===== src/rtl/ccip_tx_flow_scheduler.sv =====
// CCI-P transmit batch scheduler: round-robin full-batch grants across active flows,
// with age-based flushing of partial batches and c1 almost-full backpressure.
module ccip_tx_flow_scheduler #(
  parameter int LMAX_NUM_OF_FLOWS = 1,
  parameter int LTX_FIFO_DEPTH    = 3,
  parameter int LMAX_CCIP_BATCH   = 2,
  parameter int TIMEOUT_W         = 16
) (
  input  logic                                            clk,
  input  logic                                            reset,
  input  logic                                            start,
  input  logic [LMAX_NUM_OF_FLOWS-1:0]                    number_of_flows,
  input  logic [LMAX_CCIP_BATCH-1:0]                      l_tx_batch_size,
  input  logic [TIMEOUT_W-1:0]                            flush_timeout,
  input  logic [(2**LMAX_NUM_OF_FLOWS)*LTX_FIFO_DEPTH-1:0] ff_dw_in,
  input  logic                                            sRx_c1TxAlmFull,
  output logic                                            grant_valid_out,
  output logic [LMAX_NUM_OF_FLOWS-1:0]                    grant_flow_out,
  output logic [LMAX_CCIP_BATCH:0]                        grant_len_out,
  input  logic                                            grant_done_in,
  output logic                                            busy_out,
  output logic [31:0]                                     flush_cnt_out
);

  localparam int MAX_FLOWS = 2**LMAX_NUM_OF_FLOWS;
  localparam int LW        = LMAX_CCIP_BATCH + 1;
  localparam int CW        = (LTX_FIFO_DEPTH > LW) ? LTX_FIFO_DEPTH : LW;

  typedef enum logic [1:0] {SIdle, SScan, SGrant, SWait} state_t;

  state_t                       state, state_nxt;
  logic [LMAX_NUM_OF_FLOWS-1:0] ptr, ptr_nxt, grant_flow;
  logic [LW-1:0]                grant_len, take_len;
  logic                         grant_is_flush, take, take_flush;
  logic [31:0]                  flush_cnt;
  logic [TIMEOUT_W-1:0]         age [MAX_FLOWS];
  logic [LTX_FIFO_DEPTH-1:0]    dw  [MAX_FLOWS];
  logic [LMAX_CCIP_BATCH-1:0]   l_eff;
  logic [LW-1:0]                batch_len, flush_len;
  logic [CW-1:0]                dw_p, batch_ext, avail;
  logic                         eligible, full_hit, flush_hit;

  function automatic logic [LMAX_NUM_OF_FLOWS-1:0] next_ptr(
    input logic [LMAX_NUM_OF_FLOWS-1:0] p,
    input logic [LMAX_NUM_OF_FLOWS-1:0] last
  );
    return (p >= last) ? '0 : p + LMAX_NUM_OF_FLOWS'(1);
  endfunction

  always_comb begin
    for (int i = 0; i < MAX_FLOWS; i++) begin
      dw[i] = ff_dw_in[i*LTX_FIFO_DEPTH +: LTX_FIFO_DEPTH];
    end
  end

  // Decision terms for the flow under the pointer; flush length is the largest
  // power of two that fits in what the flow holds, capped at the batch size.
  always_comb begin
    l_eff     = (int'(l_tx_batch_size) > 2) ? LMAX_CCIP_BATCH'(2) : l_tx_batch_size;
    batch_len = LW'(1) << l_eff;
    dw_p      = CW'(dw[ptr]);
    batch_ext = CW'(batch_len);
    avail     = (dw_p < batch_ext) ? dw_p : batch_ext;
    flush_len = LW'(1);
    for (int k = 1; k < LW; k++) begin
      if (avail >= (CW'(1) << k)) flush_len = LW'(1) << k;
    end
    eligible  = (ptr <= number_of_flows);
    full_hit  = eligible && (dw_p >= batch_ext);
    flush_hit = eligible && (flush_timeout != '0) && (dw_p != '0) &&
                (age[ptr] >= flush_timeout);
  end

  always_comb begin
    state_nxt  = state;
    ptr_nxt    = ptr;
    take       = 1'b0;
    take_flush = 1'b0;
    take_len   = '0;
    case (state)
      SIdle: if (start) state_nxt = SScan;
      SScan: begin
        if (!start) begin
          state_nxt = SIdle;
        end else if (sRx_c1TxAlmFull) begin
          state_nxt = SScan;
        end else if (full_hit) begin
          take      = 1'b1;
          take_len  = batch_len;
          state_nxt = SGrant;
        end else if (flush_hit) begin
          take       = 1'b1;
          take_flush = 1'b1;
          take_len   = flush_len;
          state_nxt  = SGrant;
        end else begin
          ptr_nxt = next_ptr(ptr, number_of_flows);
        end
      end
      SGrant: state_nxt = SWait;
      SWait: begin
        if (grant_done_in) begin
          ptr_nxt   = next_ptr(grant_flow, number_of_flows);
          state_nxt = start ? SScan : SIdle;
        end
      end
      default: state_nxt = SIdle;
    endcase
  end

  always_ff @(posedge clk) begin
    if (reset) begin
      state          <= SIdle;
      ptr            <= '0;
      grant_flow     <= '0;
      grant_len      <= '0;
      grant_is_flush <= 1'b0;
      flush_cnt      <= '0;
    end else begin
      state <= state_nxt;
      ptr   <= ptr_nxt;
      if (take) begin
        grant_flow     <= ptr;
        grant_len      <= take_len;
        grant_is_flush <= take_flush;
      end
      if (state == SGrant && grant_is_flush) flush_cnt <= flush_cnt + 32'd1;
    end
  end

  // Ages restart on grant and hold while the flow is being popped.
  always_ff @(posedge clk) begin
    for (int i = 0; i < MAX_FLOWS; i++) begin
      if (reset) begin
        age[i] <= '0;
      end else if (dw[i] == '0) begin
        age[i] <= '0;
      end else if (state == SGrant && grant_flow == LMAX_NUM_OF_FLOWS'(i)) begin
        age[i] <= '0;
      end else if (state == SWait && grant_flow == LMAX_NUM_OF_FLOWS'(i)) begin
        age[i] <= age[i];
      end else if (age[i] != '1) begin
        age[i] <= age[i] + TIMEOUT_W'(1);
      end
    end
  end

  assign grant_valid_out = (state == SGrant);
  assign grant_flow_out  = grant_flow;
  assign grant_len_out   = grant_len;
  assign busy_out        = (state == SGrant) || (state == SWait);
  assign flush_cnt_out   = flush_cnt;

endmodule

===== config.mk =====
export PLATFORM = sky130hd
export DESIGN_NAME = ccip_tx_flow_scheduler
export DESIGN_NICKNAME = d
export VERILOG_FILES = /design/src/rtl/ccip_tx_flow_scheduler.sv
export SDC_FILE = /design/constraint.sdc
export NUM_CORES = 1
export LEC_CHECK = 0
export CAP_MARGIN = 10
export CORE_UTILIZATION = 49
export CTS_CLUSTER_DIAMETER = 40
export CTS_CLUSTER_SIZE = 10
export DETAILED_ROUTE_END_ITERATION = 12
export PLACE_DENSITY = 0.77
export SETUP_SLACK_MARGIN = 0.02
export SYNTH_ARGS = -nofsm -noshare
export SYNTH_HDL_FRONTEND = slang
export SYNTH_SLANG_ARGS = --single-unit

===== constraint.sdc =====
create_clock -name clk -period 2.7 [get_ports clk]
set_input_delay 0.54 -clock clk [delete_from_list [all_inputs] [get_ports clk]]
set_output_delay 0.54 -clock clk [all_outputs]
set_load 0.01 [all_outputs]

Word-level counts from Yosys, hierarchy flattened:

Memories as Yosys holds them, arrays and structs flattened. A register that Yosys moved wholly into a read port is not among the register bits.
Cells that the tools add are included.

* memories kept: 1
* logic and storage cells: 148
* RAM bits: 32
* register bits: 40
* input port bits: 30

* equality and inequality tests: 12
* $lt $le $gt $ge: 10
* bitwise gates (word level): 10
* reductions and logical operators: 18
* shift operators: 1
* add/subtract/negate cells: 5
* multiplexer cells: 85

Memories
* age: words 2, width 16, rd ports 3, clocked after memory_dff 1, wr ports 2, line 36 `logic [TIMEOUT_W-1:0] age [MAX_FLOWS];`

Operator list (count)
* two-way mux 16 bit: 8
* two-way mux 1 bit: 57
* adder 16 x 1 -> 16 bit, second input constant: 2
* adder 32 x 1 -> 32 bit, second input constant: 1
* != test 16 bit, second input constant: 2
* two-way mux 3 bit: 10
* >= comparator 16 bit: 1
* two-way mux 2 bit: 8
* nonzero test 16 bit: 1
* != test 2 bit, second input constant: 6
* logical AND 1 bit: 9
* OR 1 bit: 8
* one-hot mux 2 bit (4 select lines): 1
* zero test 3 bit: 2
* AND reduction 6 bit: 1
* != test 5 bit, second input constant: 1
* equality test 2 bit, second input constant: 2
* >= comparator 3 x 2 -> 1 bit, second input constant: 1
* >= comparator 3 bit: 1
* >= comparator 3 bit, second input constant: 1
* less-than comparator 3 bit: 1
* AND reduction 3 bit: 1
* nonzero test 3 bit: 1
* << shifter 1 x 2 -> 3 bit, first input constant: 1
* other kinds (12): 14

Logic depth before layout (Yosys ltp):

Gate-level depths: netlist of the first run.

* depth in word-level cells: 14
* gate-level depth with buffers: 12

Least setup slack after synthesis of the first run:

Ideal clock, no wire load.

* kind: reg2reg
* from: register with a tool-made name
* to: register grant_len[0] (netlist: grant_len_out[0])
* slack: -0.267 ns
* clock period less this slack: 2.967 ns
* arrival: 2.896 ns
* required time: 2.629 ns
* library setup time: 0.071 ns
* stages on the path, launching flop included: 12
* path buffers: 2
* cell sequence: dfxtp_1 > clkbuf_1 > clkbuf_1 > mux2_2 > ha_1 > nand4_1 > nor3_1 > o2111ai_1 > a31oi_4 > o21ai_2 > or2_2 > a21oi_1

RTL lines
* to (signal assigned): line 124 `grant_len <= take_len;`
* to (decl): line 33 `logic [LW-1:0] grant_len, take_len;`

==> metrics, run 1 <==
Tmin final=2620 ps; Critical-path top delay cell=mux2_2; Synth Instances=about 470; Cell Area, Synth=0.00427 mm2; share of cells above drive strength 1=roughly 14%; Post-DP Area=0.00522 mm2; R2R Setup Slk=80 ps; CTS tree=yes; chip width=~95 um; Arr. time, crit path=around 2900 ps; total power=2.63 mW; Clock Sinks=73; Setup WS pre-CTS=-309 ps; Post-Place Cells=649; R2R depth=11; Std-Cell Rows=33; Top FF cell, synth=dfxtp_1; beginning of the worst hold path=grant_len_out[0]$_SDFFE_PP0P_; Synth cell types=48; area grow syn2layout=29.9%; hpwl dp=7.21 mm; Max Transition Viols Final=0; final WL=just under 10 mm; Post-Syn Nets=521; drt wl/cell=approximately 15 um; Fin Setup TNS=0 ps; Worst Setup Start Kind=flip-flop; Max clock buf depth=2; power share of the clock group=35.6%; reg-to-reg endpoint=grant_flow_out$_SDFFE_PP0P_; mux contribution to synthesized area=under 10%; First-pass DRT Iterations=6; crit path max fanout=13; pwr/cell area=474 mW/mm2; Worst-path clk slew=around 80 ps; multi-input logic area=0.00242 mm2; worst hold path class=flip-flop to flip-flop; period utilization=97.2%; Detailed Route Iter0 Violations=214; syn avg cell area=about 9.1 um2; fin util=between 60 and 70%; number of fillers in the final layout=645; Clk Latency, worst-skew pair=about 360 ps; root buffer cell=clkbuf_8; total die area=0.00908 mm2; clock skew=roughly 10 ps; WP data required=approximately 2900 ps; All-Layer GR Usage=between 20% and 30%; Worst slew margin=52.8%; cell-internal power=1.92 mW; CP Capture Type=flip-flop; final hold viol count=0; Compound-Gate Fraction of Synth Area=8.01%; worst hold endpoint=grant_len_out[0]$_SDFFE_PP0P_; Syn. warnings=0; vias per cell=5.49; EDFF count, synth=32; sequential share of power=49.1%; sequential area share after synthesis=41.8%; first-pass GRT wire length=16.0 mm; worst setup margin=about 76 ps; vias in the first global route=between 3,000 and 4,000; register area=0.00178 mm2; Hold Path Depth=2; post-synthesis xor/xnor area fraction=10.9%; Die Y=95.3 um; largest family of logic cells by synthesized area=simple AND/OR/NAND/NOR gates; Max rail drop VDD=roughly 0.00026 V; status=finished, final reports clean; post-route cell area=0.00554 mm2; CP cell instances=buf_6 -> mux2_2 -> ha_1 -> nand2_1 -> nor3_2 -> o2111ai_2 -> a31oi_4 -> o21ai_2 -> buf_4 -> mux2i_1 -> nor2_1; unrepaired setup endpoints after global routing=yes; CP peak stage delay=360 ps; switching power=0.710 mW; largest net degree at the start of global routing=41; LEAKAGE=2.14 nW; # diodes=0; simple-gate share of the synthesized area=23.3%; fin nets=about 610; Ports=68; Num CTS Buffers=9; FF+latch count, synth=73; initial antenna violation count=0; post-route ant nets=0; critical path type=flip-flop to flip-flop; vias=roughly 3,700; routability cong.=about 0.85; Slew @ Worst Pin=707 ps; final setup violating endpoints=0; Min Hold Slack=474 ps; detailed-route DRC error count=0; Comb power frac=15.2%; effective utilization at floorplan=51.2%; Adder-Cell Fraction of Synth Area=~6.7%; async set-or-reset flop fraction in the synthesized netlist=0%; switching power share of the total=27.0%; fin cells=between 600 and 700; core footprint=about 0.0083 mm2; H-tree levels=3; achievable frequency=0.381 GHz; max cap viols=0; total gr overflow=0; I/O Buffers=67
-- repair_timing --
item,CTS,global route
endpoints found under the hold margin,0,0
hold buffers,0,0
buffers inserted,0,1
pin swaps,2,7
gates resized for setup,3,15
endpoints found under the setup margin,6,6
-- cells by family after synthesis --
kind of cell / count (synthesis)
AOI/OAI and AO/OA: 53
xor gates and xnor gates: 53
adders and majority gates: 23
buffers and inverters: 42
DFF: 73
muxes: 21
and+or+nand+nor: 203
-- registers in the layout, indices dropped and copies added, names as in the netlist, named ones only --
| register | count |
|---|---|
| flush_cnt_out | 32 |
| grant_is_flush | 1 |
| state | 1 |
| age | 32 |
| grant_flow_out | 1 |
| ptr | 1 |
| grant_len_out | 3 |
-- metal layers --
layer	wire length [um]	GRT usage [%]	vias up
met2	4720	38.3	117
met4	259	8.84	0
met3	548	5.10	23
li1	-	-	1807
met1	4430	28.5	1712
met5	0	0	-
-- critical path, delay by kind of cell (launching register included) --
kind / cells / cell delay [ps]
muxes: 2 / 520
and+or+nand+nor: 3 / 370
DFF: 1 / 350
buffers and inverters: 2 / 320
AOI/OAI and AO/OA: 3 / 630
adders and majority gates: 1 / 300
-- Yosys cell counts (2+ instances only) --
master	count	area, um2
inv_1	27	101
nand2_1	37	139
or3_1	6	37.5
mux2i_1	4	40.0
xnor2_1	19	166
nand2b_1	3	18.8
a32oi_1	2	17.5
xor2_1	34	298
mux2_2	17	191
buf_2	2	10.0
and3_1	13	81.3
nor2b_1	6	37.5
dfxtp_1	41	821
nor4_1	4	25.0
a31o_2	2	17.5
and4_1	4	35.0
a211oi_1	4	30.0
ha_1	23	288
nand3_1	27	135
o21ai_0	13	65.1
or2_2	2	12.5
edfxtp_1	32	961
nor2_1	76	285
nand4_1	9	56.3
buf_4	2	15.0
nor3_1	7	35.0
a21oi_1	21	105
clkbuf_1	11	41.3
-- power by group through the flow --
stage | Sequential (mW) | Combinational (mW) | Clock [mW]
6_report | 1.29 | 0.401 | 0.937
5_1_grt | 1.30 | 0.442 | 0.995
4_1_cts | 1.29 | 0.374 | 0.949
3_5_place_dp | 1.32 | 0.368 | 0
3_3_place_gp | 1.31 | 0.355 | 0
2_1_floorplan | 1.29 | 0.229 | 0
-- final cells by class --
type	count	area share (%)
inverter	27	1.83
multi-input combinational	353	43.6
timing repair buffer	92	16.1
sequential	73	32.2
tap	105	2.37
clock inverter	6	1.26
clock buffer	10	2.69
-- how the worst max path moves through the flow --
stage / from / endpoint / slack [ps] / cells past startpoint
finish: flip-flop / grant_flow_out$_SDFFE_PP0P_ / 80 / 11
global route: flip-flop / grant_flow_out$_SDFFE_PP0P_ / -40 / 11
CTS: flip-flop / flip-flop / 40 / 10
detailed placement: flush_timeout[14] / grant_len_out[0]$_SDFFE_PP0P_ / -310 / 10
global placement: flush_timeout[0] / flip-flop / -190 / 9
floorplan: flip-flop / grant_len_out[0]$_SDFFE_PP0P_ / 30 / 11
-- cell usage in the layout (no fill, tap or decap), types with 19 or more instances in the layout --
cell and count:
nor2_1 76, edfxtp_1 32, xnor2_1 19, a21oi_1 19
inv_1 27, dfxtp_1 40, nand2_1 37, buf_4 21
ha_1 19, nand3_1 27, clkdlybuf4s50_1 67, xor2_1 34
No activity file was read; power rests on OpenSTA's default activity.
==> run 2, diff against run 1 <==
--- a/config.mk
+++ b/config.mk
@@ -6,12 +6,13 @@
 export NUM_CORES = 1
 export LEC_CHECK = 0
 export CAP_MARGIN = 10
-export CORE_UTILIZATION = 49
+export CORE_UTILIZATION = 52
 export CTS_CLUSTER_DIAMETER = 40
 export CTS_CLUSTER_SIZE = 10
 export DETAILED_ROUTE_END_ITERATION = 12
-export PLACE_DENSITY = 0.77
+export PLACE_DENSITY = 0.78
 export SETUP_SLACK_MARGIN = 0.02
+export SLEW_MARGIN = 10
 export SYNTH_ARGS = -nofsm -noshare
 export SYNTH_HDL_FRONTEND = slang
 export SYNTH_SLANG_ARGS = --single-unit
==> constraint.sdc (replaced) <==
create_clock -name clk -period 3.3 [get_ports clk]
set_input_delay 0.66 -clock clk [delete_from_list [all_inputs] [get_ports clk]]
set_output_delay 0.66 -clock clk [all_outputs]
set_load 0.01 [all_outputs]
==> run 2 against run 1 <==
Global-route usage increased by 1.0 points; flip-flop and latch count unchanged; die area decreased by 5.7%; wire length decreased by 2.7%; critical endpoint is now ptr$_SDFFE_PP0P_; clock skew increased by 2.6 ps; cell count decreased by 3.5%; sequential power decreased by 18%; via count decreased by 2.7%; highest routed layer unchanged; non-clock buffer count decreased by 20; critical path depth decreased by 1; clock power decreased by 20%.
==> metrics, run 2 (synthesis gave the netlist of run 1 again) <==
All-Layer GR Usage=23.9% (was 22.9%); Clk Latency, worst-skew pair=350 ps (was 360 ps); total power=2.09 mW (was 2.63 mW); WP buf/inv=1 (was 2); final setup violating endpoints=0 (unchanged); Std-Cell Rows=32 (was 33); Ports=68 (unchanged); number of fillers in the final layout=662 (was 645); root buffer cell=clkbuf_8 (unchanged); Post-DP Area=0.00504 mm2 (was 0.00522 mm2); CP cell instances=buf_4 -> mux2i_1 -> ha_1 -> nand2b_1 -> a2111o_1 -> o2111ai_1 -> a31oi_4 -> o311a_1 -> a211oi_1 -> nor3_1 (was buf_6 -> mux2_2 -> ha_1 -> nand2_1 -> nor3_2 -> o2111ai_2 -> a31oi_4 -> o21ai_2 -> buf_4 -> mux2i_1 -> nor2_1); fin util=67.0% (was 66.5%); total gr overflow=0 (unchanged); fin nets=589 (was 609); R2R depth=10 (was 11); unrepaired setup endpoints after global routing=no (was yes); Die Y=92.6 um (was 95.3 um); clock skew=12.6 ps (was 9.99 ps); multi-input logic area=0.00232 mm2 (was 0.00242 mm2); worst hold path class=flip-flop to flip-flop (unchanged); Max Transition Viols Final=0 (unchanged); final hold viol count=0 (unchanged); reg-to-reg endpoint=ptr$_SDFFE_PP0P_ (was grant_flow_out$_SDFFE_PP0P_); worst setup margin=465 ps (was 75.5 ps); CTS tree=yes (unchanged); vias in the first global route=3,565 (was 3,515); Slew @ Worst Pin=711 ps (was 707 ps); initial antenna violation count=0 (unchanged); post-route cell area=0.00526 mm2 (was 0.00554 mm2); Arr. time, crit path=3050 ps (was 2860 ps); Min Hold Slack=474 ps (about the same); CP peak stage delay=440 ps (was 360 ps); Post-Place Cells=627 (was 649); crit path max fanout=13 (unchanged); Tmin final=2830 ps (was 2620 ps); critical path's top delay family=compound AO/OA/AOI/OAI gates (unchanged); Critical-path top delay cell=dfxtp_1 (was mux2_2); H-tree levels=3 (unchanged); final WL=9.68 mm (was 9.95 mm); chip width=92.6 um (was 95.3 um); achievable frequency=0.353 GHz (was 0.381 GHz); R2R Setup Slk=470 ps (was 80 ps); share of cells above drive strength 1=9.06% (was 14.1%); fin cells=643 (was 666); hpwl dp=7.09 mm (was 7.21 mm); Worst slew margin=52.5% (was 52.8%); Worst Setup Start Kind=flip-flop (unchanged); First-pass DRT Iterations=4 (was 6); CP Capture Type=flip-flop (unchanged); PostCTS Resize Cnt=0 (was 3); hold-fix buffers at CTS=0 (unchanged); Max clock buf depth=2 (unchanged); Detailed Route Iter0 Violations=142 (was 214); most frequent cells in the layout=76 x nor2_1, 67 x clkdlybuf4s50_1, 41 x dfxtp_1, 37 x nand2_1, 34 x xor2_1 (was 76 x nor2_1, 67 x clkdlybuf4s50_1, 40 x dfxtp_1, 37 x nand2_1, 34 x xor2_1); Fin Setup TNS=0 ps (unchanged); register area=0.00178 mm2 (about the same); critical path type=flip-flop to flip-flop (unchanged); max cap viols=0 (unchanged); vias=3,561 (was 3,659); WP data required=3510 ps (was 2940 ps); post-route ant nets=0 (unchanged); pwr/cell area=396 mW/mm2 (was 474 mW/mm2); routability cong.=0.854 (was 0.847); effective utilization at floorplan=54.4% (was 51.2%); crit path to=ptr$_SDFFE_PP0P_ (was grant_flow_out$_SDFFE_PP0P_); # diodes=0 (unchanged); LEAKAGE=2.02 nW (was 2.14 nW); first-pass GRT wire length=16.2 mm (was 16.0 mm); commonest non-fill, non-tap cell in the layout=nor2_1 (unchanged); Clock Sinks=73 (unchanged); setup bufs post-CTS=0 (unchanged); I/O Buffers=67 (unchanged); Worst-path clk slew=80 ps (about the same); Setup WS pre-CTS=180 ps (was -309 ps); period utilization=85.9% (was 97.2%); detailed-route DRC error count=0 (unchanged); status=finished, final reports clean (unchanged); vias per cell=5.54 (was 5.49); Max rail drop VDD=0.000258 V (was 0.000257 V); Num CTS Buffers=9 (unchanged); total die area=0.00857 mm2 (was 0.00908 mm2); largest net degree at the start of global routing=41 (unchanged); drt wl/cell=15.0 um (was 14.9 um); WP depth=10 (was 11); area grow syn2layout=23.3% (was 29.9%); core footprint=0.00785 mm2 (was 0.00834 mm2)
## run 2: cell types whose count changed in the layout (fill, tap and decap cells not counted), moves of 4 or more
cell / delta
buf_4: -16
ha_4: -4
ha_1: +4
mux2_4: -4
mux2_2: +4
## run 2: layer usage
metal / GRT usage (%) / vias up / part of all wire [%]
met5: 0 / - / 0
met4: 12.2 / 0 / 1.9
met3: 2.96 / 14 / 4.8
met2: 39.1 / 105 / 48
met1: 31.0 / 1679 / 46
li1: - / 1763 / -
## run 2: how the worst min path moves through the flow
stage	from	to	slack, ps	depth (start not counted)
2_1_floorplan	grant_len_out[0]$_SDFFE_PP0P_	grant_len_out[0]$_SDFFE_PP0P_	480	2
3_3_place_gp	grant_len_out[0]$_SDFFE_PP0P_	grant_len_out[0]$_SDFFE_PP0P_	460	2
3_5_place_dp	grant_len_out[1]$_SDFFE_PP0P_	grant_len_out[1]$_SDFFE_PP0P_	450	2
4_1_cts	grant_len_out[1]$_SDFFE_PP0P_	grant_len_out[1]$_SDFFE_PP0P_	470	2
5_1_grt	grant_len_out[0]$_SDFFE_PP0P_	grant_len_out[0]$_SDFFE_PP0P_	510	2
6_report	grant_len_out[0]$_SDFFE_PP0P_	grant_len_out[0]$_SDFFE_PP0P_	470	2
## run 2: power breakdown
part           switching [mW]  internal, mW  leakage [nW]
logic                   0.140         0.139          1.22
clock network           0.356         0.389         0.114
registers              0.0622         0.999         0.683
## run 2: worst reg2reg max path: stages, from the launching register on
cell and delay, ps:
dfxtp_1 440, buf_4 250, mux2i_1 220, ha_1 240, nand2b_1 140, a2111o_1 420
o2111ai_1 170, a31oi_4 190, o311a_1 380, a211oi_1 180, nor3_1 80
## run 2: cell type report
| cell class | instances | area share [%] |
|---|---|---|
| Multi-Input combinational cell | 353 | 44.2 |
| Inverter | 27 | 1.93 |
| Sequential cell | 73 | 33.9 |
| Clock inverter | 4 | 0.547 |
| Clock buffer | 12 | 3.57 |
| Tap cell | 102 | 2.43 |
| Timing Repair Buffer | 72 | 13.5 |
==> run 3, diff against run 2 <==
--- a/config.mk
+++ b/config.mk
@@ -6,11 +6,11 @@
 export NUM_CORES = 1
 export LEC_CHECK = 0
 export CAP_MARGIN = 10
-export CORE_UTILIZATION = 52
+export CORE_UTILIZATION = 40
 export CTS_CLUSTER_DIAMETER = 40
 export CTS_CLUSTER_SIZE = 10
 export DETAILED_ROUTE_END_ITERATION = 12
-export PLACE_DENSITY = 0.78
+export MAX_ROUTING_LAYER = met4
 export SETUP_SLACK_MARGIN = 0.02
 export SLEW_MARGIN = 10
 export SYNTH_ARGS = -nofsm -noshare
==> run 3 against run 2 <==
Combinational power about the same; cell count increased by 5.4%; non-clock buffer count grew 1; register-to-register slack got worse by 80 ps; maximum frequency is 2.7% lower; clock power rose by 13%; die area increased by 29%; flip-flop and latch count stayed put; clock skew rose by 0.76 ps; total power increased by 4.3%; sequential power about the same; critical path type unchanged; largest power group unchanged.
==> metrics, run 3 (synthesis gave the netlist of run 1 again) <==
Max clock buf depth=2 (unchanged); core footprint=0.0103 mm2 (was 0.00785 mm2); setup bufs post-CTS=0 (unchanged); CP cell instances=buf_4 -> mux2_2 -> ha_1 -> nand2_1 -> nor3_1 -> o2111ai_1 -> a31oi_4 -> o21ai_2 -> or2_2 -> a21oi_1 (was buf_4 -> mux2i_1 -> ha_1 -> nand2b_1 -> a2111o_1 -> o2111ai_1 -> a31oi_4 -> o311a_1 -> a211oi_1 -> nor3_1); switching power share of the total=25.2% (was 26.8%); worst hold path class=flip-flop to flip-flop (unchanged); critical path's top delay family=compound AO/OA/AOI/OAI gates (unchanged); crit path max fanout=13 (unchanged); WP depth=10 (unchanged); Tmin final=2910 ps (was 2830 ps); Max rail drop VDD=0.000205 V (was 0.000258 V); Clk Latency, worst-skew pair=350 ps (about the same); Ports=68 (unchanged); total gr overflow=0 (unchanged); routability cong.=0.794 (was 0.854); PostCTS Resize Cnt=0 (unchanged); commonest non-fill, non-tap cell in the layout=nor2_1 (unchanged); initial antenna violation count=0 (unchanged); Die Y=105 um (was 92.6 um); CP peak stage delay=440 ps (about the same); largest net degree at the start of global routing=33 (was 41); max cap viols=0 (unchanged); share of cells above drive strength 1=9.23% (was 9.06%); chip width=105 um (was 92.6 um); vias per cell=5.14 (was 5.54); Fin Setup TNS=0 ps (unchanged); Comb power frac=12.8% (was 13.4%); final WL=9.62 mm (was 9.68 mm); R2R depth=10 (unchanged); Arr. time, crit path=3190 ps (was 3050 ps); LEAKAGE=2.04 nW (was 2.02 nW); crit path to=grant_len_out[1]$_SDFFE_PP0P_ (was ptr$_SDFFE_PP0P_); root buffer cell=clkbuf_8 (unchanged); H-tree levels=3 (unchanged); most frequent cells in the layout=76 x nor2_1, 67 x clkdlybuf4s50_1, 41 x dfxtp_1, 37 x nand2_1, 34 x xor2_1 (unchanged); Min Hold Slack=466 ps (was 474 ps); status=finished, final reports clean (unchanged); Num CTS Buffers=9 (unchanged); WP buf/inv=1 (unchanged); WP data required=3580 ps (was 3510 ps); unrepaired setup endpoints after global routing=no (unchanged); All-Layer GR Usage=18.9% (was 23.9%); cell-internal power=1.63 mW (was 1.53 mW); hpwl dp=7.14 mm (was 7.09 mm); number of fillers in the final layout=958 (was 662); CP Capture Type=flip-flop (unchanged); I/O Buffers=67 (unchanged); Slew @ Worst Pin=725 ps (was 711 ps); effective utilization at floorplan=41.3% (was 54.4%); drt wl/cell=14.2 um (was 15.0 um); achievable frequency=0.343 GHz (was 0.353 GHz); first-pass GRT wire length=16.3 mm (was 16.2 mm); vias=3,487 (was 3,561); vias in the first global route=3,475 (was 3,565); hold-fix buffers at CTS=0 (unchanged); pwr/cell area=407 mW/mm2 (was 396 mW/mm2); fin nets=590 (was 589); critical path type=flip-flop to flip-flop (unchanged); Clock Sinks=73 (unchanged); post-route ant nets=0 (unchanged); total die area=0.0111 mm2 (was 0.00857 mm2); CTS tree=yes (unchanged); Worst-path clk slew=70 ps (was 80 ps); Worst slew margin=51.6% (was 52.5%); final hold viol count=0 (unchanged); power share of the clock group=38.6% (was 35.7%); sequential share of power=48.6% (was 50.9%); First-pass DRT Iterations=4 (unchanged); switching power=0.548 mW (was 0.559 mW); Detailed Route Iter0 Violations=123 (was 142); final setup violating endpoints=0 (unchanged); R2R Setup Slk=390 ps (was 470 ps); Worst Setup Start Kind=flip-flop (unchanged); clock skew=13.4 ps (was 12.6 ps); Std-Cell Rows=37 (was 32); area grow syn2layout=25.2% (was 23.3%); reg-to-reg endpoint=grant_len_out[1]$_SDFFE_PP0P_ (was ptr$_SDFFE_PP0P_); Critical-path top delay cell=dfxtp_1 (unchanged); # diodes=0 (unchanged); period utilization=88.3% (was 85.9%); Max Transition Viols Final=0 (unchanged); detailed-route DRC error count=0 (unchanged)
run 3: changes by cell type in the layout (fill, tap and decap cells not counted), sizes merged:
cell	before	now
buf	5	6
bufinv	0	1
clkinv	2	1
run 3: final cells by class:
type | instances | area [um2] | share of cell area (%)
Sequential cell | 73 | 1780 | 33.3
Inverter | 27 | 101 | 1.90
Timing Repair Buffer | 73 | 716 | 13.4
Clock inverter | 4 | 50.0 | 0.937
Clock buffer | 12 | 199 | 3.72
Tap cell | 136 | 170 | 3.19
Multi-Input combinational cell | 353 | 2320 | 43.5
run 3: how the worst min path moves through the flow:
stage          cells past startpoint                            end                          start
2_1_floorplan                      2  grant_len_out[0]$_SDFFE_PP0P_  grant_len_out[0]$_SDFFE_PP0P_
3_3_place_gp                       2  grant_len_out[1]$_SDFFE_PP0P_  grant_len_out[1]$_SDFFE_PP0P_
3_5_place_dp                       2  grant_len_out[1]$_SDFFE_PP0P_  grant_len_out[1]$_SDFFE_PP0P_
4_1_cts                            2  grant_len_out[1]$_SDFFE_PP0P_  grant_len_out[1]$_SDFFE_PP0P_
5_1_grt                            2  grant_len_out[1]$_SDFFE_PP0P_  grant_len_out[1]$_SDFFE_PP0P_
6_report                           2  grant_len_out[1]$_SDFFE_PP0P_  grant_len_out[1]$_SDFFE_PP0P_
run 3: metrics by stage:
step | util, % | worst slack, ps | total power [mW] | instances | instance area [um2]
floorplan | - | 333 | 1.25 | 468 | 4270
global placement | 49.3 | 272 | 1.35 | 662 | 5090
detailed placement | 49.3 | 132 | 1.36 | 662 | 5090
CTS | 51.8 | 356 | 2.19 | 678 | 5340
global route | 51.8 | 209 | 2.29 | 678 | 5340
finish | 51.8 | 385 | 2.18 | 678 | 5340
run 3: tightest hold or removal path: cells and delay by family, from the launching register on:
family | cells | cell delay, ps
AND/OR/NAND/NOR | 1 | 50
flip-flops | 1 | 320
AO/OA/AOI/OAI | 1 | 50
run 3: metal layers:
layer | up-vias | global-route usage [%] | wire length, um
met2 | 64 | 31.4 | 4690
li1 | 1766 | - | -
met5 | - | - | 0
met1 | 1652 | 23.6 | 4510
met4 | 0 | 4.02 | 49
met3 | 5 | 4.45 | 367
run 3: power by group through the flow:
stage	combinational (mW)	clock [mW]	sequential, mW
final	0.278	0.840	1.06
after global routing	0.316	0.903	1.07
after CTS	0.281	0.855	1.06
after detailed placement	0.278	0	1.08
after global placement	0.274	0	1.08
after floorplan	0.187	0	1.06
==> edit 1 (flow settings as in run 3) <==
`LMAX_NUM_OF_FLOWS`: 1 -> 2.
--- a/src/rtl/ccip_tx_flow_scheduler.sv
+++ b/src/rtl/ccip_tx_flow_scheduler.sv
@@ -1,7 +1,7 @@
 // CCI-P transmit batch scheduler: round-robin full-batch grants across active flows,
 // with age-based flushing of partial batches and c1 almost-full backpressure.
 module ccip_tx_flow_scheduler #(
-  parameter int LMAX_NUM_OF_FLOWS = 1,
+  parameter int LMAX_NUM_OF_FLOWS = 2,
   parameter int LTX_FIFO_DEPTH    = 3,
   parameter int LMAX_CCIP_BATCH   = 2,
   parameter int TIMEOUT_W         = 16
Interface: changed (resized ff_dw_in, grant_flow_out and number_of_flows); port bits go from 68 to 76. No check against the original RTL was run, so the function may have changed too.
==> edit 1 against run 3 <==
Clock power increased by 26%; setup slack worse by 0.17 ns; synthesized area increased by 51%; total power grew 44%; largest power group unchanged; cell area grew 46%; die area rose by 50%; sequential cell count up 35; largest cell class unchanged; critical path depth is 1 lower; worst hold slack improved by 0.042 ns; wire length up 65%; first-iteration DRC count rose by 110%; highest routed layer unchanged.
==> edit 1: results (changes against run 3) <==
| Metric | Value |
|---|---|
| Startpoint types | `flop (unchanged)` |
| Sw frac | `27.7% (was 25.2%)` |
| XOR/XNOR share of the synthesized area | `9.91% (was 10.9%)` |
| Synth Net Count | `741 (was 521)` |
| Crit Path Max Fanout | `16 (was 13)` |
| DP Wirelength | `12.1 mm (was 7.14 mm)` |
| Leakage power | `2.88 nW (was 2.04 nW)` |
| IO Port Bufs | `75 (was 67)` |
| Via count | `5244 (was 3487)` |
| Vias/cell | `5.36 (was 5.14)` |
| # fillers | `1508 (was 958)` |
| Synth Area in Compound Gates | `7.49% (was 8.01%)` |
| Initial DRC count | `260 (was 123)` |
| Total track usage | `20.8% (was 18.9%)` |
| Fmax | `0.324 GHz (was 0.343 GHz)` |
| Commonest cells in the netlist | `nor2_1, nand2_1, edfxtp_1 (was nor2_1, dfxtp_1, nand2_1)` |
| CP peak stage delay | `0.59 ns (was 0.44 ns)` |
| Slew headroom | `44.0% (was 51.6%)` |
| CP delay by family, top | `compound AO/OA/AOI/OAI gates (unchanged)` |
| Pin count of the biggest net entering global routing | `30 (was 33)` |
| Gpl congestion | `0.846 (was 0.794)` |
| EDFF count, synth | `64 (was 32)` |
| Top area cells in the synthesized netlist | `edfxtp_1, dfxtp_1, xor2_1 (unchanged)` |
| VDD IR-drop max | `0.206 mV (was 0.205 mV)` |
| Status | `finished, final reports clean (unchanged)` |
| Clk_skew | `0.0127 ns (was 0.0134 ns)` |
| R2R cell count | `9 (was 10)` |
| Iteration count of the initial detailed-routing pass | `5 (was 4)` |
| Ys flop type | `edfxtp_1 (was dfxtp_1)` |
| WL final | `15.8 mm (was 9.62 mm)` |
| Post-CTS sizing | `0 (unchanged)` |
| Sequential share of the synthesized area | `43.4% (was 41.8%)` |
| Cell Area, Placed | `7530 um2 (was 5090 um2)` |
| Fraction of layout cells with a size suffix above 1 | `7.74% (was 9.23%)` |
| R2R setup slack | `0.21 ns (was 0.39 ns)` |
| First-pass GRT wire length | `25.7 mm (was 16.3 mm)` |
| CTS Root Buffer Type | `clkbuf_16 (was clkbuf_8)` |
| Mux contribution to synthesized area | `6.92% (was 5.43%)` |
| Netlist cell types | `52 (was 48)` |
| Worst Path Arrival | `3.33 ns (was 3.19 ns)` |
| Slowest-stage cell, CP | `a21oi_1 (was dfxtp_1)` |
| Asr flop ratio synth | `0% (unchanged)` |
| Inst Count DP | `962 (was 662)` |
| CTS clk-pin slew, worst paths | `approximately 0.080 ns` |
| Adder-cell share of the synthesized area | `6.40% (was 6.74%)` |
| Vias in the first global route | `5142 (was 3475)` |
| Gate Count Post-Synth | `671 (was 468)` |
| Layout net count | `827 (was 590)` |
## edit 1: cell types whose count changed in the layout (fill, tap and decap cells not counted), moves of 11 or more
cell / run 3 / this run
a21oi_1: 21 / 32
edfxtp_1: 32 / 64
mux2_2: 17 / 1
mux4_2: 0 / 17
nand2_1: 37 / 68
nand3_1: 27 / 46
nor2_1: 76 / 101
xor2_1: 34 / 58
## edit 1: per-layer routing
metal / global-route usage [%] / vias up / part of all wire [%]
li1: - / 2572 / -
met1: 25.7 / 2517 / 44
met2: 34.1 / 132 / 49
met3: 2.95 / 23 / 4.3
met4: 8.86 / 0 / 2.4
met5: - / - / 0
## edit 1: through the flow
stage               util [%]  worst slack, ns
finish                  49.4            0.212
global placement        47.6           0.0102
detailed placement      47.6          -0.0882
CTS                     49.4            0.234
floorplan                  -            0.185
global route            49.4           0.0296
## edit 1: worst register-to-register path: stages (launching register included)
cell     delay [ns]
dfxtp_1        0.36
buf_12         0.18
mux4_2         0.55
ha_1           0.33
a21oi_1        0.15
o21ai_0        0.11
a21oi_1        0.59
a21oi_2        0.14
or2_1          0.28
o32ai_1        0.30
## edit 1: kinds of logic (layout without fill, tap and decap cells)
group,after synthesis,in the layout
compound gates,79,79
xor+xnor,73,73
fa+ha+maj,33,33
buf+inv,53,144
flops,108,108
mux,20,20
simple gates,305,305
## edit 1: area by class of cell
class                           instances  area share [%]
Clock buffer                            9            2.88
Clock inverter                          7           0.737
Inverter                               36            1.73
Multi-Input combinational cell        510            43.9
Sequential cell                       108            35.9
Tap cell                              216            3.46
Timing Repair Buffer                   92            11.4
## edit 1: power by group through the flow
| stage | logic (W) | registers, W | clock network [W] |
|---|---|---|---|
| 2_1_floorplan | 0.000287 | 0.00164 | 0 |
| 3_3_place_gp | 0.000411 | 0.00168 | 0 |
| 3_5_place_dp | 0.000425 | 0.00169 | 0 |
| 4_1_cts | 0.000429 | 0.00166 | 0.00107 |
| 5_1_grt | 0.000477 | 0.00167 | 0.00113 |
| 6_report | 0.000426 | 0.00166 | 0.00106 |
## edit 1: worst min path at each step
| stage | from | endpoint | slack, ns | cells after the start |
|---|---|---|---|---|
| after floorplan | grant_is_flush | flush_cnt_out[1] | 0.48 | 2 |
| after global placement | flush_cnt_out[20] | flush_cnt_out[20] | 0.49 | 2 |
| after detailed placement | flush_cnt_out[20] | flush_cnt_out[20] | 0.49 | 2 |
| after CTS | flush_cnt_out[20] | flush_cnt_out[20] | 0.50 | 2 |
| after global routing | flush_cnt_out[1] | flush_cnt_out[1] | 0.55 | 2 |
| final | flush_cnt_out[20] | flush_cnt_out[20] | 0.51 | 2 |
==> edit 2 (settings of run 3) <==
Made on the original files. Re-encode `state_t` (4 states) as one-hot, 4 bits wide.
--- a/src/rtl/ccip_tx_flow_scheduler.sv
+++ b/src/rtl/ccip_tx_flow_scheduler.sv
@@ -26,7 +26,7 @@
   localparam int LW        = LMAX_CCIP_BATCH + 1;
   localparam int CW        = (LTX_FIFO_DEPTH > LW) ? LTX_FIFO_DEPTH : LW;
 
-  typedef enum logic [1:0] {SIdle, SScan, SGrant, SWait} state_t;
+  typedef enum logic [3:0] {SIdle = 4'b0001, SScan = 4'b0010, SGrant = 4'b0100, SWait = 4'b1000} state_t;
 
   state_t                       state, state_nxt;
   logic [LMAX_NUM_OF_FLOWS-1:0] ptr, ptr_nxt, grant_flow;
Formal check against the unedited RTL: same outputs for any inputs over 10 cycles, from zero or initial values and one cycle with reset high; not proved beyond that.
==> edit 2 against run 3 <==
Synthesized area rose by 4.7%; combinational power fell by 5%; non-clock buffer count fell by 2; total power fell by 4.0%; cell count rose by 3.5%; setup slack improved by 0.066 ns; cell area rose by 2.7%; wire length rose by 6.7%; sequential cell count rose by 2; clock power fell by 12%; critical path type is now flop to output pin; critical endpoint is now busy_out; largest cell class unchanged; highest routed layer unchanged.
==> edit 2: results (changes against run 3) <==
| Metric | Value |
|---|---|
| Status | `finished, final reports clean (unchanged)` |
| Non-Clock Buffer Area Fraction | `12.8% (was 13.4%)` |
| Synth Net Count | `545 (was 521)` |
| Commonest cells in the netlist | `nor2_1, dfxtp_1, xor2_1 (was nor2_1, dfxtp_1, nand2_1)` |
| Hold Path Origin | `flush_cnt_out[9] (was grant_len_out[1])` |
| DP Wirelength | `7.72 mm (was 7.14 mm)` |
| Slowest-stage cell, CP | `clkdlybuf4s50_1 (was dfxtp_1)` |
| Clock Buffer Count | `11 (was 12)` |
| Worst Path Arrival | `2.19 ns (was 3.19 ns)` |
| Wire per inst | `14.6 um (was 14.2 um)` |
| Sequential share of the synthesized area | `40.8% (was 41.8%)` |
| Netlist cell types | `53 (was 48)` |
| Clk_skew | `0.0119 ns (was 0.0134 ns)` |
| Inst Count DP | `686 (was 662)` |
| Fraction of area in multi-input gates | `44.8% (was 43.5%)` |
| # fillers | `1058 (was 958)` |
| First-pass GRT wire length | `16.9 mm (was 16.3 mm)` |
| M3 GR Usage | `2.66% (was 4.45%)` |
| Mean post-synth cell area | `9.08 um2 (was 9.12 um2)` |
| Non-CTS buffers | `71 (was 73)` |
| Initial DRC count | `169 (was 123)` |
| Cell Area, Placed | `5270 um2 (was 5090 um2)` |
| Gpl congestion | `0.863 (was 0.794)` |
| Top area cells in the synthesized netlist | `edfxtp_1, dfxtp_1, xor2_1 (unchanged)` |
| Post-Place Worst Slack | `0.189 ns (was 0.132 ns)` |
| Total track usage | `19.3% (was 18.9%)` |
| Met2 wire len | `4.70 mm (was 4.69 mm)` |
| #FFs+latches synth | `75 (was 73)` |
| Multi-In Gates | `368 (was 353)` |
| M1 WL | `4.96 mm (was 4.51 mm)` |
| Invs w/o clock | `32 (was 27)` |
| Leakage power | `2.13 nW (was 2.04 nW)` |
| Pin count of the biggest net entering global routing | `41 (was 33)` |
| ClkCell Share | `3.85% (was 4.66%)` |
| WL met3 | `455 um (was 367 um)` |
| Slew headroom | `57.4% (was 51.6%)` |
| Met1 Track Usage GR | `25.3% (was 23.6%)` |
| Gate Count Post-Synth | `492 (was 468)` |
[edit 2: logic make-up after synthesis]
kind of cell,after synthesis,synth area share (%)
AOI/OAI and AO/OA,49,7.14
adders and majority gates,23,6.44
and+or+nand+nor,219,25.3
buffers and inverters,49,4.26
muxes,21,5.12
DFF,75,40.8
xor gates and xnor gates,56,11.0
[edit 2: worst paths after layout]
path / to / slack (ns) / depth (start not counted)
setup / recovery: busy_out / 0.45 / 3
hold / removal: flush_cnt_out[9] / 0.51 / 2
setup reg to reg: grant_len_out[0] / 0.51 / 9
hold reg to reg: flush_cnt_out[9] / 0.51 / 2
[edit 2: worst max-delay path: cells and delay by family, from the launching register on]
kind	cells	cell delay [ns]
buf+inv	1	0.64
flops	1	0.54
compound gates	1	0.49
simple gates	1	0.17
[edit 2: power by group]
part | internal [W] | switching [W] | leakage (nW)
sequential | 0.00102 | 0.0000656 | 0.699
combinational | 0.000132 | 0.000131 | 1.32
clock | 0.000371 | 0.000369 | 0.111
